File: config.mk
export PLATFORM = sky130hd
export DESIGN_NAME = ec1_run_ctrl
export DESIGN_NICKNAME = d
export VERILOG_FILES = /design/src/rtl/ec1_run_ctrl.sv
export SDC_FILE = /design/constraint.sdc
export NUM_CORES = 1
export LEC_CHECK = 0
export CORE_UTILIZATION = 47
export CTS_BUF_LIST = sky130_fd_sc_hd__clkbuf_4 sky130_fd_sc_hd__clkbuf_8
export CTS_CLUSTER_DIAMETER = 200
export DETAILED_ROUTE_END_ITERATION = 10
export PLACE_DENSITY = 0.89
export RECOVER_POWER = 25
export REMOVE_ABC_BUFFERS = 1
export SYNTH_ARGS = -nofsm -noshare
export SYNTH_HDL_FRONTEND = slang
export SYNTH_SLANG_ARGS = --single-unit
File: constraint.sdc
create_clock -name clk -period 2.4 [get_ports clk]
set_input_delay 0.48 -clock clk [delete_from_list [all_inputs] [get_ports clk]]
set_output_delay 0.48 -clock clk [all_outputs]
set_load 0.01 [all_outputs]
File: src/rtl/ec1_run_ctrl.sv
// EC-1 run/load sequencer: fills program memory from a byte loader while the
// CPU is held in reset, then runs, pauses or single-steps on instruction boundaries.
module ec1_run_ctrl #(
  parameter int AW           = 4,
  parameter int DW           = 8,
  parameter int INSTR_CYCLES = 3
) (
  input  logic          clk,
  input  logic          reset,
  input  logic          ld_start,
  input  logic          ld_valid,
  input  logic [DW-1:0] ld_data,
  input  logic          ld_last,
  output logic          ld_ready,
  input  logic          run,
  input  logic          stop,
  input  logic          step,
  input  logic [AW-1:0] cpu_addr,
  input  logic          cpu_halt,
  output logic          cpu_rst,
  output logic          cpu_en,
  output logic [AW-1:0] mem_addr,
  output logic [DW-1:0] mem_wdata,
  output logic          mem_we,
  output logic [2:0]    state,
  output logic          loaded,
  output logic [AW:0]   ld_count
);

  localparam int PW = (INSTR_CYCLES > 1) ? $clog2(INSTR_CYCLES) : 1;
  localparam logic [PW-1:0] PHASE_LAST = PW'(INSTR_CYCLES - 1);
  localparam logic [AW-1:0] PTR_LAST   = {AW{1'b1}};

  typedef enum logic [2:0] {
    S_IDLE   = 3'b000,
    S_LOAD   = 3'b001,
    S_RUN    = 3'b010,
    S_PAUSE  = 3'b011,
    S_STEP   = 3'b100,
    S_HALTED = 3'b101
  } state_t;

  state_t          cur_state, next_state;
  logic [PW-1:0]   phase;
  logic            pending;
  logic [AW-1:0]   ld_ptr;
  logic            phase_last;
  logic            load_begin;

  assign phase_last = (phase == PHASE_LAST);
  assign load_begin = (next_state == S_LOAD) && (cur_state != S_LOAD);
  assign state      = cur_state;

  // NOTE: sequential state uses non-blocking (<=) so every flop samples pre-edge values.
  always_ff @(posedge clk) begin
    if (reset) cur_state <= S_IDLE;
    else       cur_state <= next_state;
  end

  // NOTE: next_state gets a default before the case so no path leaves it unassigned (no latch).
  always_comb begin
    next_state = cur_state;
    case (cur_state)
      S_IDLE: begin
        if (ld_start)            next_state = S_LOAD;
        else if (run && loaded)  next_state = S_RUN;
        else if (step && loaded) next_state = S_STEP;
      end
      S_LOAD: begin
        if (ld_valid && (ld_last || ld_ptr == PTR_LAST)) next_state = S_IDLE;
      end
      // Halt outranks both a pending pause and step completion.
      S_RUN: begin
        if (cpu_halt)                            next_state = S_HALTED;
        else if ((pending || stop) && phase_last) next_state = S_PAUSE;
      end
      S_STEP: begin
        if (cpu_halt)        next_state = S_HALTED;
        else if (phase_last) next_state = S_PAUSE;
      end
      S_PAUSE: begin
        if (ld_start)  next_state = S_LOAD;
        else if (run)  next_state = S_RUN;
        else if (step) next_state = S_STEP;
      end
      S_HALTED: begin
        if (ld_start) next_state = S_LOAD;
        else if (run) next_state = S_IDLE;
      end
      default: next_state = S_IDLE;
    endcase
  end

  always_ff @(posedge clk) begin
    if (reset) begin
      phase    <= '0;
      pending  <= 1'b0;
      ld_ptr   <= '0;
      ld_count <= '0;
      loaded   <= 1'b0;
    end else begin
      // Phase advances only while enabled and staying put; any entry or exit restarts it at 0.
      if (cpu_en && next_state == cur_state)
        phase <= phase_last ? '0 : phase + 1'b1;
      else
        phase <= '0;

      if (cur_state == S_RUN && next_state == S_RUN) pending <= pending | stop;
      else                                            pending <= 1'b0;

      if (load_begin) begin
        ld_ptr   <= '0;
        ld_count <= '0;
        loaded   <= 1'b0;
      end else if (mem_we) begin
        if (ld_ptr != PTR_LAST) ld_ptr <= ld_ptr + 1'b1;
        ld_count <= ld_count + 1'b1;
        if (next_state == S_IDLE) loaded <= 1'b1;
      end
    end
  end

  always_comb begin
    cpu_rst   = (cur_state == S_IDLE) || (cur_state == S_LOAD);
    cpu_en    = (cur_state == S_RUN)  || (cur_state == S_STEP);
    ld_ready  = (cur_state == S_LOAD);
    mem_we    = (cur_state == S_LOAD) && ld_valid;
    mem_addr  = (cur_state == S_LOAD) ? ld_ptr : cpu_addr;
    mem_wdata = ld_data;
  end

endmodule
## Word level (Yosys, flattened, before mapping)

Cells that the tools add are included.
Widths: inputs -> output; s select.

| word-level totals | value |
|---|---|
| output and inout port bits | 25 |
| register bits | 16 |
| input bits | 21 |

| cells by class | value |
|---|---|
| equality and inequality tests | 12 |
| reduce and logical (&&, ||, !) cells | 19 |
| bitwise gates (word level) | 3 |
| multiplexer cells | 15 |
| add/sub/neg operators | 3 |

Operator list:

| kind | number |
|---|---|
| $mux 3 | 13 |
| $pmux 3 s6 | 1 |
| $eq 3x2->1 const B | 3 |
| $logic_and 1x1->1 | 8 |
| $eq 3x1->1 const B | 2 |
| $eq 3x3->1 const B | 2 |
| $logic_not 3->1 | 2 |
| $add 5x1->5 const B | 1 |
| $add 4x1->4 const B | 1 |
| $eq 4x4->1 const B | 1 |
| $logic_or 1x1->1 | 4 |
| $mux 4 | 1 |
| $ne 4x4->1 const B | 1 |
| $reduce_and 2->1 | 2 |
| $reduce_or 2->1 | 2 |
| $eq 3x3->1 | 1 |
| $ne 3x1->1 const B | 1 |
| $reduce_or 3->1 | 1 |
| $add 2x1->2 const B | 1 |
| $eq 2x2->1 const B | 1 |
| $not 1->1 | 2 |
| $or 1x1->1 | 1 |

## Depth between registers and ports, before layout

Gate-level depths: netlist of run 1.

| depth | value |
|---|---|
| depth in word-level cells | 9 |
| depth in mapped cells | 8 |

## Worst setup path before layout of run 1

OpenSTA, ideal clock, no wires.

| timing | value |
|---|---|
| path kind | flip-flop to flip-flop |
| from | reg cur_state[1], in the netlist state[1] |
| to | reg loaded |
| clock period less this slack | 1691 ps |
| arrival time | 1547 ps |
| required time | 2256 ps |
| stages on the path, launching flop included | 7 |
| path slack | 709 ps |
| path buffers | 1 |
| cells stage by stage | dfxtp_1 buf_4 and2b_1 a22oi_2 o211ai_1 nor3b_4 a2111oi_2 |

| between the ends | value |
|---|---|
| word-level cells in the longest chain between the ends | 7 |
| elaborated cells between the ends (all ways) | 27 |
| those cells by class | 7 x eq/ne; 14 x mux; 6 x reduce/logical |

Ends and longest elaborated chain:

| item | RTL line | RTL |
|---|---|---|
| start: declaration | 43 | `state_t cur_state, next_state;` |
| start signal: assignment | 57 | `else cur_state <= next_state;` |
| $mux 3 (on tied branches) | 84, 67 |  |
| $mux 3 (on tied branches) | 83, 66 |  |
| $mux 3 (on tied branches) | 82, 65 |  |
| $pmux 3 s6 | 63 | `case (cur_state)` |
| $eq 3x1->1 | 51 | `assign load_begin = (next_state == S_LOAD) && (cur_state != S_LOAD);` |
| $logic_and 1x1->1 | 51 |  |
| $reduce_or 2->1 (no line) | -- |  |
| end signal: assignment | 100 | `loaded <= 1'b0;` |
| end signal: assignment | 114 | `loaded <= 1'b0;` |
| end signal: assignment | 118 | `if (next_state == S_IDLE) loaded <= 1'b1;` |
| end: declaration | 26 | `output logic loaded,` |

Parallel ways exist; a longest one is shown, timed or not.
A chain may end at the register's enable or synchronous reset.

## Final worst setup path of run 1

| timing | value |
|---|---|
| from | reg cur_state[2], in the netlist state[2] |
| to | out mem_addr[0] |

| between the ends | value |
|---|---|
| word-level cells in the longest chain between the ends | 2 |

Ends and longest elaborated chain:

| item | RTL line | RTL |
|---|---|---|
| $eq 3x1->1 | 128 | `mem_addr = (cur_state == S_LOAD) ? ld_ptr : cpu_addr;` |
| $mux 4 | 128 |  |
| end: declaration | 22 | `output logic [AW-1:0] mem_addr,` |

No other way between the ends.

==> results of run 1 <==
-- power by group --
group          leakage [nW]  switching, mW  internal, mW  total, mW
Clock                0.0210         0.0802        0.0922      0.172
Combinational         0.354         0.0692        0.0765      0.146
Sequential            0.129        0.00597         0.270      0.276
-- final cells by class --
type                       count  area (sq um)
multi-input combinational     87           658
sequential                    16           320
inverter                       5          18.8
clock buffer                   4          36.3
fill                         205           793
timing repair buffer          37           350
tap                           28          35.0
-- sequential cells by signal, indices dropped and copies added, names as in the netlist --
signal	cells
ld_count	5
ld_ptr	4
loaded	1
pending	1
phase	2
state	3
-- per-layer routing --
layer	vias up	routed length, um	share of wire	GRT usage
li1	497	-	-	-
met1	475	1070	0.42	0.234
met2	51	1260	0.49	0.389
met3	8	163	0.064	0.0606
met4	0	63	0.025	0.125
met5	-	0	0	0
-- cell families (layout without fill, tap and decap cells) --
logic type | after synthesis | in the layout | synth area share
muxes | 7 | 7 | 0.0683
adders and majority gates | 3 | 3 | 0.0341
buffers and inverters | 19 | 46 | 0.107
AOI/OAI and AO/OA | 30 | 30 | 0.210
and+or+nand+nor | 42 | 42 | 0.249
xor gates and xnor gates | 5 | 5 | 0.0398
DFF | 16 | 16 | 0.291
-- synthesized netlist by cell type, types with 2 or more instances --
master                     instances  area share
sky130_fd_sc_hd__dfxtp_1          16        0.29
sky130_fd_sc_hd__buf_4            12       0.082
sky130_fd_sc_hd__nor2_1            8       0.027
sky130_fd_sc_hd__a211oi_1          7       0.048
sky130_fd_sc_hd__nand2_1           6       0.020
sky130_fd_sc_hd__a21oi_1           4       0.018
sky130_fd_sc_hd__inv_1             4       0.014
sky130_fd_sc_hd__mux2_2            4       0.041
sky130_fd_sc_hd__nand2b_1          4       0.023
sky130_fd_sc_hd__xor2_1            4       0.032
sky130_fd_sc_hd__ha_1              3       0.034
sky130_fd_sc_hd__mux2i_1           3       0.027
sky130_fd_sc_hd__nand3_1           3       0.014
sky130_fd_sc_hd__nand4_1           3       0.017
sky130_fd_sc_hd__a31oi_1           2       0.011
sky130_fd_sc_hd__nor2b_1           2       0.011
sky130_fd_sc_hd__nor3b_1           2       0.014
sky130_fd_sc_hd__nor4bb_1          2       0.018
sky130_fd_sc_hd__o211ai_1          2       0.014
sky130_fd_sc_hd__o21ai_1           2      0.0091
-- worst max-delay path: stages, from the launching register on --
cell	delay, ns
sky130_fd_sc_hd__dfxtp_1	0.33
sky130_fd_sc_hd__nor2_1	0.25
sky130_fd_sc_hd__nand2_2	0.17
sky130_fd_sc_hd__mux2_2	0.25
sky130_fd_sc_hd__clkdlybuf4s50_1	0.53
-- metrics by stage --
stage	util	std cells	instance area [sq um]	setup slack (ns)
floorplan	-	108	1000	0.460
global placement	0.627	173	1390	0.165
detailed placement	0.627	173	1390	0.0937
CTS	0.643	177	1420	0.102
global route	0.641	177	1420	0.0123
finish	0.641	177	1420	0.109
-- worst min-delay path by stage --
| stage | endpoint | from | slack, ns | depth (start not counted) |
|---|---|---|---|---|
| after detailed placement | ld_ptr[1] | ld_ptr[1] | 0.52 | 2 |
| after global placement | ld_ptr[1] | ld_ptr[1] | 0.52 | 2 |
| after CTS | ld_ptr[1] | ld_ptr[1] | 0.53 | 2 |
| after floorplan | ld_ptr[1] | ld_ptr[1] | 0.48 | 2 |
| after global routing | ld_ptr[1] | ld_ptr[1] | 0.59 | 2 |
| final | ld_ptr[1] | ld_ptr[1] | 0.53 | 2 |
==> impl_metrics.prom, run 1 <==
# TYPE chip_impl_metric gauge
chip_impl_metric{name="timing.clock.skew",unit="ns"} 0.00166
chip_impl_info{name="most-common-layout-cells",value="28 x sky130_fd_sc_hd__clkdlybuf4s50_1, 16 x sky130_fd_sc_hd__dfxtp_1, 8 x sky130_fd_sc_hd__nor2_1, 8 x sky130_fd_sc_hd__buf_4, 7 x sky130_fd_sc_hd__a211oi_1"} 1
chip_impl_metric{name="grt-ovfl-total",unit=""} 0
chip_impl_metric{name="worst_ep_required_time",unit="ns"} 1.92
chip_impl_metric{name="sinks_on_the_clock_net",unit=""} 16
chip_impl_metric{name="vias_after_detailed_routing",unit=""} 1031
chip_impl_metric{name="die_w",unit="um"} 50.4
chip_impl_info{name="tritoncts",value="built"} 1
chip_impl_info{name="critPathCapture",value="mem_addr[0]"} 1
chip_impl_metric{name="holdWs",unit="ns"} 0.533
chip_impl_metric{name="syn_to_final_growth",unit="%"} 29.0
chip_impl_metric{name="post_cts_resized",unit=""} 0
chip_impl_metric{name="avgSynthCellArea",unit="sq um"} 9.01
chip_impl_metric{name="post_synth_num_cell_types",unit=""} 49
chip_impl_info{name="final_common_cell",value="sky130_fd_sc_hd__clkdlybuf4s50_1"} 1
chip_impl_metric{name="critical_path_arrival",unit="ns"} 1.81
chip_impl_metric{name="ant_nets",unit=""} 0
chip_impl_metric{name="globalplace.congestion",unit=""} 0.855
chip_impl_metric{name="hpwlAfterDp",unit="um"} 2050
chip_impl_info{name="clockRootBuffer",value="sky130_fd_sc_hd__clkbuf_4"} 1
chip_impl_metric{name="drt_pre_antenna_iters",unit=""} 4
chip_impl_metric{name="antennaDiodeCount",unit=""} 0
chip_impl_metric{name="clk_path_buf_depth",unit=""} 2
chip_impl_metric{name="r2r.worst_path.cells",unit=""} 7
chip_impl_metric{name="floorplan_die_area",unit="sq um"} 2540
chip_impl_metric{name="power.static_leakage",unit="nW"} 0.505
chip_impl_metric{name="timing_worst_slew_pin_value",unit="ns"} 0.413
chip_impl_metric{name="report.final.hold_viol_count",unit=""} 0
chip_impl_info{name="result_of_the_run",value="complete, no violations"} 1
chip_impl_metric{name="total_power",unit="mW"} 0.594
chip_impl_metric{name="vdd_ir_drop_max",unit="mV"} 0.190
chip_impl_info{name="r2r-start",value="state[0]"} 1
chip_impl_metric{name="grt_max_degree",unit=""} 12
chip_impl_info{name="setup.worst_path.start_class",value="register"} 1
chip_impl_info{name="ys.flop_type",value="sky130_fd_sc_hd__dfxtp_1"} 1
chip_impl_metric{name="synth_edf_count",unit=""} 0
chip_impl_metric{name="initial_standard_cell_utilization_of_the_core",unit=""} 0.497
chip_impl_metric{name="numCtsBuffers",unit=""} 3
chip_impl_metric{name="fmaxAchievable",unit="GHz"} 0.437
chip_impl_metric{name="fin_setup_tns",unit="ns"} 0
chip_impl_metric{name="grt_first_pass_wirelength",unit="um"} 4310
chip_impl_metric{name="clk_latency",unit="ns"} 0.28
chip_impl_info{name="min-delay-path-class",value="register to register"} 1
chip_impl_info{name="rr_endpoint",value="loaded"} 1
chip_impl_metric{name="synth_cell_area",unit="sq um"} 1100
chip_impl_metric{name="drv_slew",unit=""} 0
chip_impl_metric{name="drt_iter0_markers",unit=""} 11
chip_impl_metric{name="grt_util_all_layers",unit=""} 0.221
chip_impl_metric{name="synth.ff_latch_count",unit=""} 16
chip_impl_metric{name="gate_count_after_technology_mapping",unit=""} 122
chip_impl_metric{name="setup_viol_count_final",unit=""} 0
chip_impl_metric{name="io_buffers",unit=""} 29
chip_impl_metric{name="ys_async_sr_fraction",unit=""} 0
chip_impl_metric{name="core-area",unit="sq um"} 2210
chip_impl_metric{name="post-cts-setup-buffers",unit=""} 0
chip_impl_metric{name="relSlewSlack",unit=""} 0.724
chip_impl_metric{name="period_share",unit=""} 0.954
chip_impl_info{name="element_type_at_the_critical_path_end",value="primary output"} 1
chip_impl_metric{name="avgRoutedWirePerCell",unit="um"} 14.5
chip_impl_metric{name="cts.reportedPaths.clkPinSlew",unit="ns"} 0.09
chip_impl_metric{name="dieHeight",unit="um"} 50.4
chip_impl_info{name="rsz0062_at_grt",value="no"} 1
chip_impl_metric{name="grt_antenna_before_repair",unit=""} 0
chip_impl_metric{name="finalWirelength",unit="um"} 2560
chip_impl_metric{name="cts_hold_buf",unit=""} 0
chip_impl_metric{name="route.detailed.drc",unit=""} 0
chip_impl_metric{name="cap_violations",unit=""} 0
chip_impl_metric{name="yosysSeqAreaShare",unit=""} 0.291
chip_impl_metric{name="ys.warnings.count",unit=""} 0
chip_impl_metric{name="vias_in_the_first_global_route",unit=""} 1087
chip_impl_metric{name="nets",unit=""} 174
chip_impl_metric{name="num_rows",unit=""} 17
chip_impl_info{name="setup.worst_path.class",value="register to primary output"} 1
chip_impl_info{name="critPathLaunch",value="state[2]"} 1
chip_impl_metric{name="finalCriticalPeriod",unit="ns"} 2.29
chip_impl_metric{name="post_route_cells_drive_above_1_share",unit=""} 0.174
chip_impl_metric{name="i_o_pins",unit=""} 46
chip_impl_metric{name="crit_path_max_fanout",unit=""} 5
chip_impl_metric{name="avgViaCountPerCell",unit=""} 5.82
chip_impl_metric{name="pwr_density_cell",unit="nW/um^2"} 418
chip_impl_metric{name="htreeDepth",unit=""} 1
chip_impl_metric{name="setup.reg_to_reg.worst_slack",unit="ns"} 0.47
No activity file was read; power rests on OpenSTA's default activity.
==> inputs of run 2 (changes only) <==
- CELL_PAD_IN_SITES_DETAIL_PLACEMENT: default -> 0
- CELL_PAD_IN_SITES_GLOBAL_PLACEMENT: default -> 1
- CORE_UTILIZATION: 47 -> 34
- MAX_ROUTING_LAYER: default -> met4
==> impl_metrics.prom, run 2 (synthesized netlist as in run 1, its figures left out) <==
# TYPE chip_impl_metric gauge
chip_impl_info{name="critPathSlowestCell",value="sky130_fd_sc_hd__clkdlybuf4s50_1"} 1
chip_impl_metric{name="ant_nets",unit=""} 0
chip_impl_info{name="r2r-start",value="state[1]"} 1
chip_impl_metric{name="initial_standard_cell_utilization_of_the_core",unit=""} 0.360
chip_impl_metric{name="num_rows",unit=""} 20
chip_impl_metric{name="place.detailed.instances",unit=""} 187
chip_impl_metric{name="dieHeight",unit="um"} 58.9
chip_impl_info{name="result_of_the_run",value="complete, no violations"} 1
chip_impl_metric{name="floorplan_die_area",unit="sq um"} 3470
chip_impl_metric{name="clk_latency",unit="ns"} 0.28
chip_impl_metric{name="numCtsBuffers",unit=""} 3
chip_impl_metric{name="power.static_leakage",unit="nW"} 0.494
chip_impl_metric{name="globalplace.congestion",unit=""} 0.800
chip_impl_metric{name="setup_viol_count_final",unit=""} 0
chip_impl_metric{name="timing.final.ws_setup",unit="ns"} 0.122
chip_impl_info{name="hold_path_startpoint",value="ld_ptr[1]"} 1
chip_impl_metric{name="vias_in_the_first_global_route",unit=""} 896
chip_impl_metric{name="drt_iter0_markers",unit=""} 83
chip_impl_metric{name="io_buffers",unit=""} 29
chip_impl_metric{name="relSlewSlack",unit=""} 0.756
chip_impl_info{name="setup.worst_path.class",value="register to primary output"} 1
chip_impl_metric{name="avgViaCountPerCell",unit=""} 5.39
chip_impl_info{name="largest-register",value="ld_count"} 1
chip_impl_metric{name="crit_path_max_fanout",unit=""} 9
chip_impl_info{name="element_type_at_the_critical_path_end",value="primary output"} 1
chip_impl_metric{name="grt_util_all_layers",unit=""} 0.164
chip_impl_metric{name="die_w",unit="um"} 58.9
chip_impl_metric{name="fin_setup_tns",unit="ns"} 0
chip_impl_metric{name="finalWirelength",unit="um"} 2610
chip_impl_info{name="top_signal_layer_used",value="met4"} 1
chip_impl_metric{name="core-area",unit="sq um"} 3050
chip_impl_metric{name="timing_worst_slew_pin_value",unit="ns"} 0.364
chip_impl_metric{name="critical_path_arrival",unit="ns"} 1.80
chip_impl_metric{name="clk_path_buf_depth",unit=""} 2
chip_impl_metric{name="grt_first_pass_wirelength",unit="um"} 4190
chip_impl_metric{name="largest_register_ff_count",unit=""} 5
chip_impl_metric{name="route.detailed.drc",unit=""} 0
chip_impl_metric{name="antennaDiodeCount",unit=""} 0
chip_impl_info{name="crit_family",value="buffers and inverters"} 1
chip_impl_info{name="most-common-layout-cells",value="28 x sky130_fd_sc_hd__clkdlybuf4s50_1, 15 x sky130_fd_sc_hd__dfxtp_1, 7 x sky130_fd_sc_hd__nor2_1, 7 x sky130_fd_sc_hd__a211oi_1, 6 x sky130_fd_sc_hd__nand2_1"} 1
chip_impl_metric{name="post_layout_nonfiller_instances",unit=""} 190
chip_impl_metric{name="nets",unit=""} 172
chip_impl_info{name="final_common_cell",value="sky130_fd_sc_hd__clkdlybuf4s50_1"} 1
chip_impl_info{name="clockRootBuffer",value="sky130_fd_sc_hd__clkbuf_4"} 1
chip_impl_info{name="min-delay-path-class",value="register to register"} 1
chip_impl_metric{name="met2_length",unit="um"} 1150
chip_impl_info{name="rsz0062_at_grt",value="no"} 1
chip_impl_metric{name="hpwlAfterDp",unit="um"} 2010
chip_impl_info{name="path_cells",value="nor2_2 -> nand2_2 -> mux2_2 -> clkdlybuf4s50_1"} 1
chip_impl_metric{name="grt_antenna_before_repair",unit=""} 0
chip_impl_metric{name="sinks_on_the_clock_net",unit=""} 16
chip_impl_info{name="tritoncts",value="built"} 1
chip_impl_metric{name="htreeDepth",unit=""} 1
chip_impl_metric{name="cp_num_buf_inv",unit=""} 1
chip_impl_metric{name="i_o_pins",unit=""} 46
chip_impl_metric{name="fmaxAchievable",unit="GHz"} 0.439
chip_impl_metric{name="worst_ep_required_time",unit="ns"} 1.92
chip_impl_metric{name="timing.clock.skew",unit="ns"} 0.00137
chip_impl_metric{name="m1WireLength",unit="um"} 1260
chip_impl_metric{name="grt_max_degree",unit=""} 13
chip_impl_metric{name="report.final.hold_viol_count",unit=""} 0
chip_impl_metric{name="amount_of_wire_on_met3_after_detailed_routing",unit="um"} 180
chip_impl_metric{name="utilization",unit=""} 0.468
chip_impl_metric{name="post_route_cells_drive_above_1_share",unit=""} 0.178
chip_impl_metric{name="cap_violations",unit=""} 0
chip_impl_metric{name="vdd_ir_drop_max",unit="mV"} 0.116
chip_impl_metric{name="avgRoutedWirePerCell",unit="um"} 13.7
chip_impl_metric{name="cts.reportedPaths.clkPinSlew",unit="ns"} 0.08
chip_impl_metric{name="worst_setup_slack_before_clock_tree_synthesis",unit="ns"} 0.0992
chip_impl_metric{name="period_share",unit=""} 0.949
chip_impl_metric{name="crit_path_max_incr_delay",unit="ns"} 0.53
chip_impl_metric{name="cts_hold_buf",unit=""} 0
chip_impl_metric{name="drt_pre_antenna_iters",unit=""} 5
chip_impl_metric{name="pwr_density_cell",unit="nW/um^2"} 392
chip_impl_metric{name="vias_after_detailed_routing",unit=""} 1024
chip_impl_info{name="setup.worst_path.start_class",value="register"} 1
chip_impl_metric{name="drv_slew",unit=""} 0
chip_impl_metric{name="grt-ovfl-total",unit=""} 0
chip_impl_info{name="critPathLaunch",value="state[2]"} 1
chip_impl_metric{name="post-cts-setup-buffers",unit=""} 0
chip_impl_metric{name="finalCriticalPeriod",unit="ns"} 2.28
chip_impl_metric{name="syn_to_final_growth",unit="%"} 30.0
chip_impl_metric{name="number_of_fill_cells",unit=""} 318
-- run 2: cell types whose count changed in the layout (fill, tap and decap cells not counted) --
cell / delta
sky130_fd_sc_hd__buf_12: +1
sky130_fd_sc_hd__buf_4: -3
sky130_fd_sc_hd__clkbuf_8: -1
sky130_fd_sc_hd__dfxtp_1: -1
sky130_fd_sc_hd__dfxtp_2: +1
sky130_fd_sc_hd__nor2_1: -1
sky130_fd_sc_hd__nor2_2: +1
sky130_fd_sc_hd__o21ai_1: -1
sky130_fd_sc_hd__o21ai_2: +1
-- run 2: final timing paths --
check                                   end  slack [ns]  cells past startpoint
worst max register to register    ld_ptr[3]        0.45                      7
worst max-delay path            mem_addr[3]        0.12                      4
worst min register to register    ld_ptr[1]        0.53                      2
worst min-delay path              ld_ptr[1]        0.53                      2
-- run 2: final cells by class --
class	instances	area, sq um	area share
inverter	5	18.8	0.0131
sequential	16	322	0.225
clock buffer	3	22.5	0.0157
multi-input combinational	87	664	0.465
tap	44	55.1	0.0385
timing repair buffer	35	348	0.243
-- run 2: worst register-to-register path, delay by kind of cell (launching register included) --
| kind | cells | cell delay, ns |
|---|---|---|
| compound gates | 3 | 0.62 |
| simple gates | 2 | 0.51 |
| flops | 1 | 0.36 |
| buf+inv | 2 | 0.37 |
-- run 2: metrics by stage --
step / cell area, sq um / hold slack [ns] / power, mW
6_report: 1430 / 0.525 / 0.561
5_1_grt: 1430 / 0.565 / 0.597
4_1_cts: 1430 / 0.528 / 0.565
3_5_place_dp: 1400 / 0.517 / 0.432
3_3_place_gp: 1400 / 0.507 / 0.428
2_1_floorplan: 1000 / 0.477 / 0.351
-- run 2: where the power goes --
group	leakage [nW]	internal [mW]	total (mW)	switching [mW]
clock	0.0138	0.0582	0.136	0.0773
combinational	0.351	0.0787	0.149	0.0701
sequential	0.130	0.270	0.276	0.00683
total	0.494	0.407	0.561	0.154
-- run 2: routing by layer --
layer  vias to the layer above  global-route usage
met5                         -                   -
met4                         0              0.0612
met3                         5              0.0418
met2                        51               0.221
met1                       475               0.232
li1                        493                   -
-- run 2: what timing repair did --
item                       in CTS  in global routing
gates cloned                    0                  0
setup endpoints to repair       4                  4
resized for setup               1                  1
==> inputs of run 3 (changes only) <==
- SETUP_SLACK_MARGIN: default -> 0.02
==> results of run 3 <==
The final DEF is identical to that of run 2; final timing and power are the same.
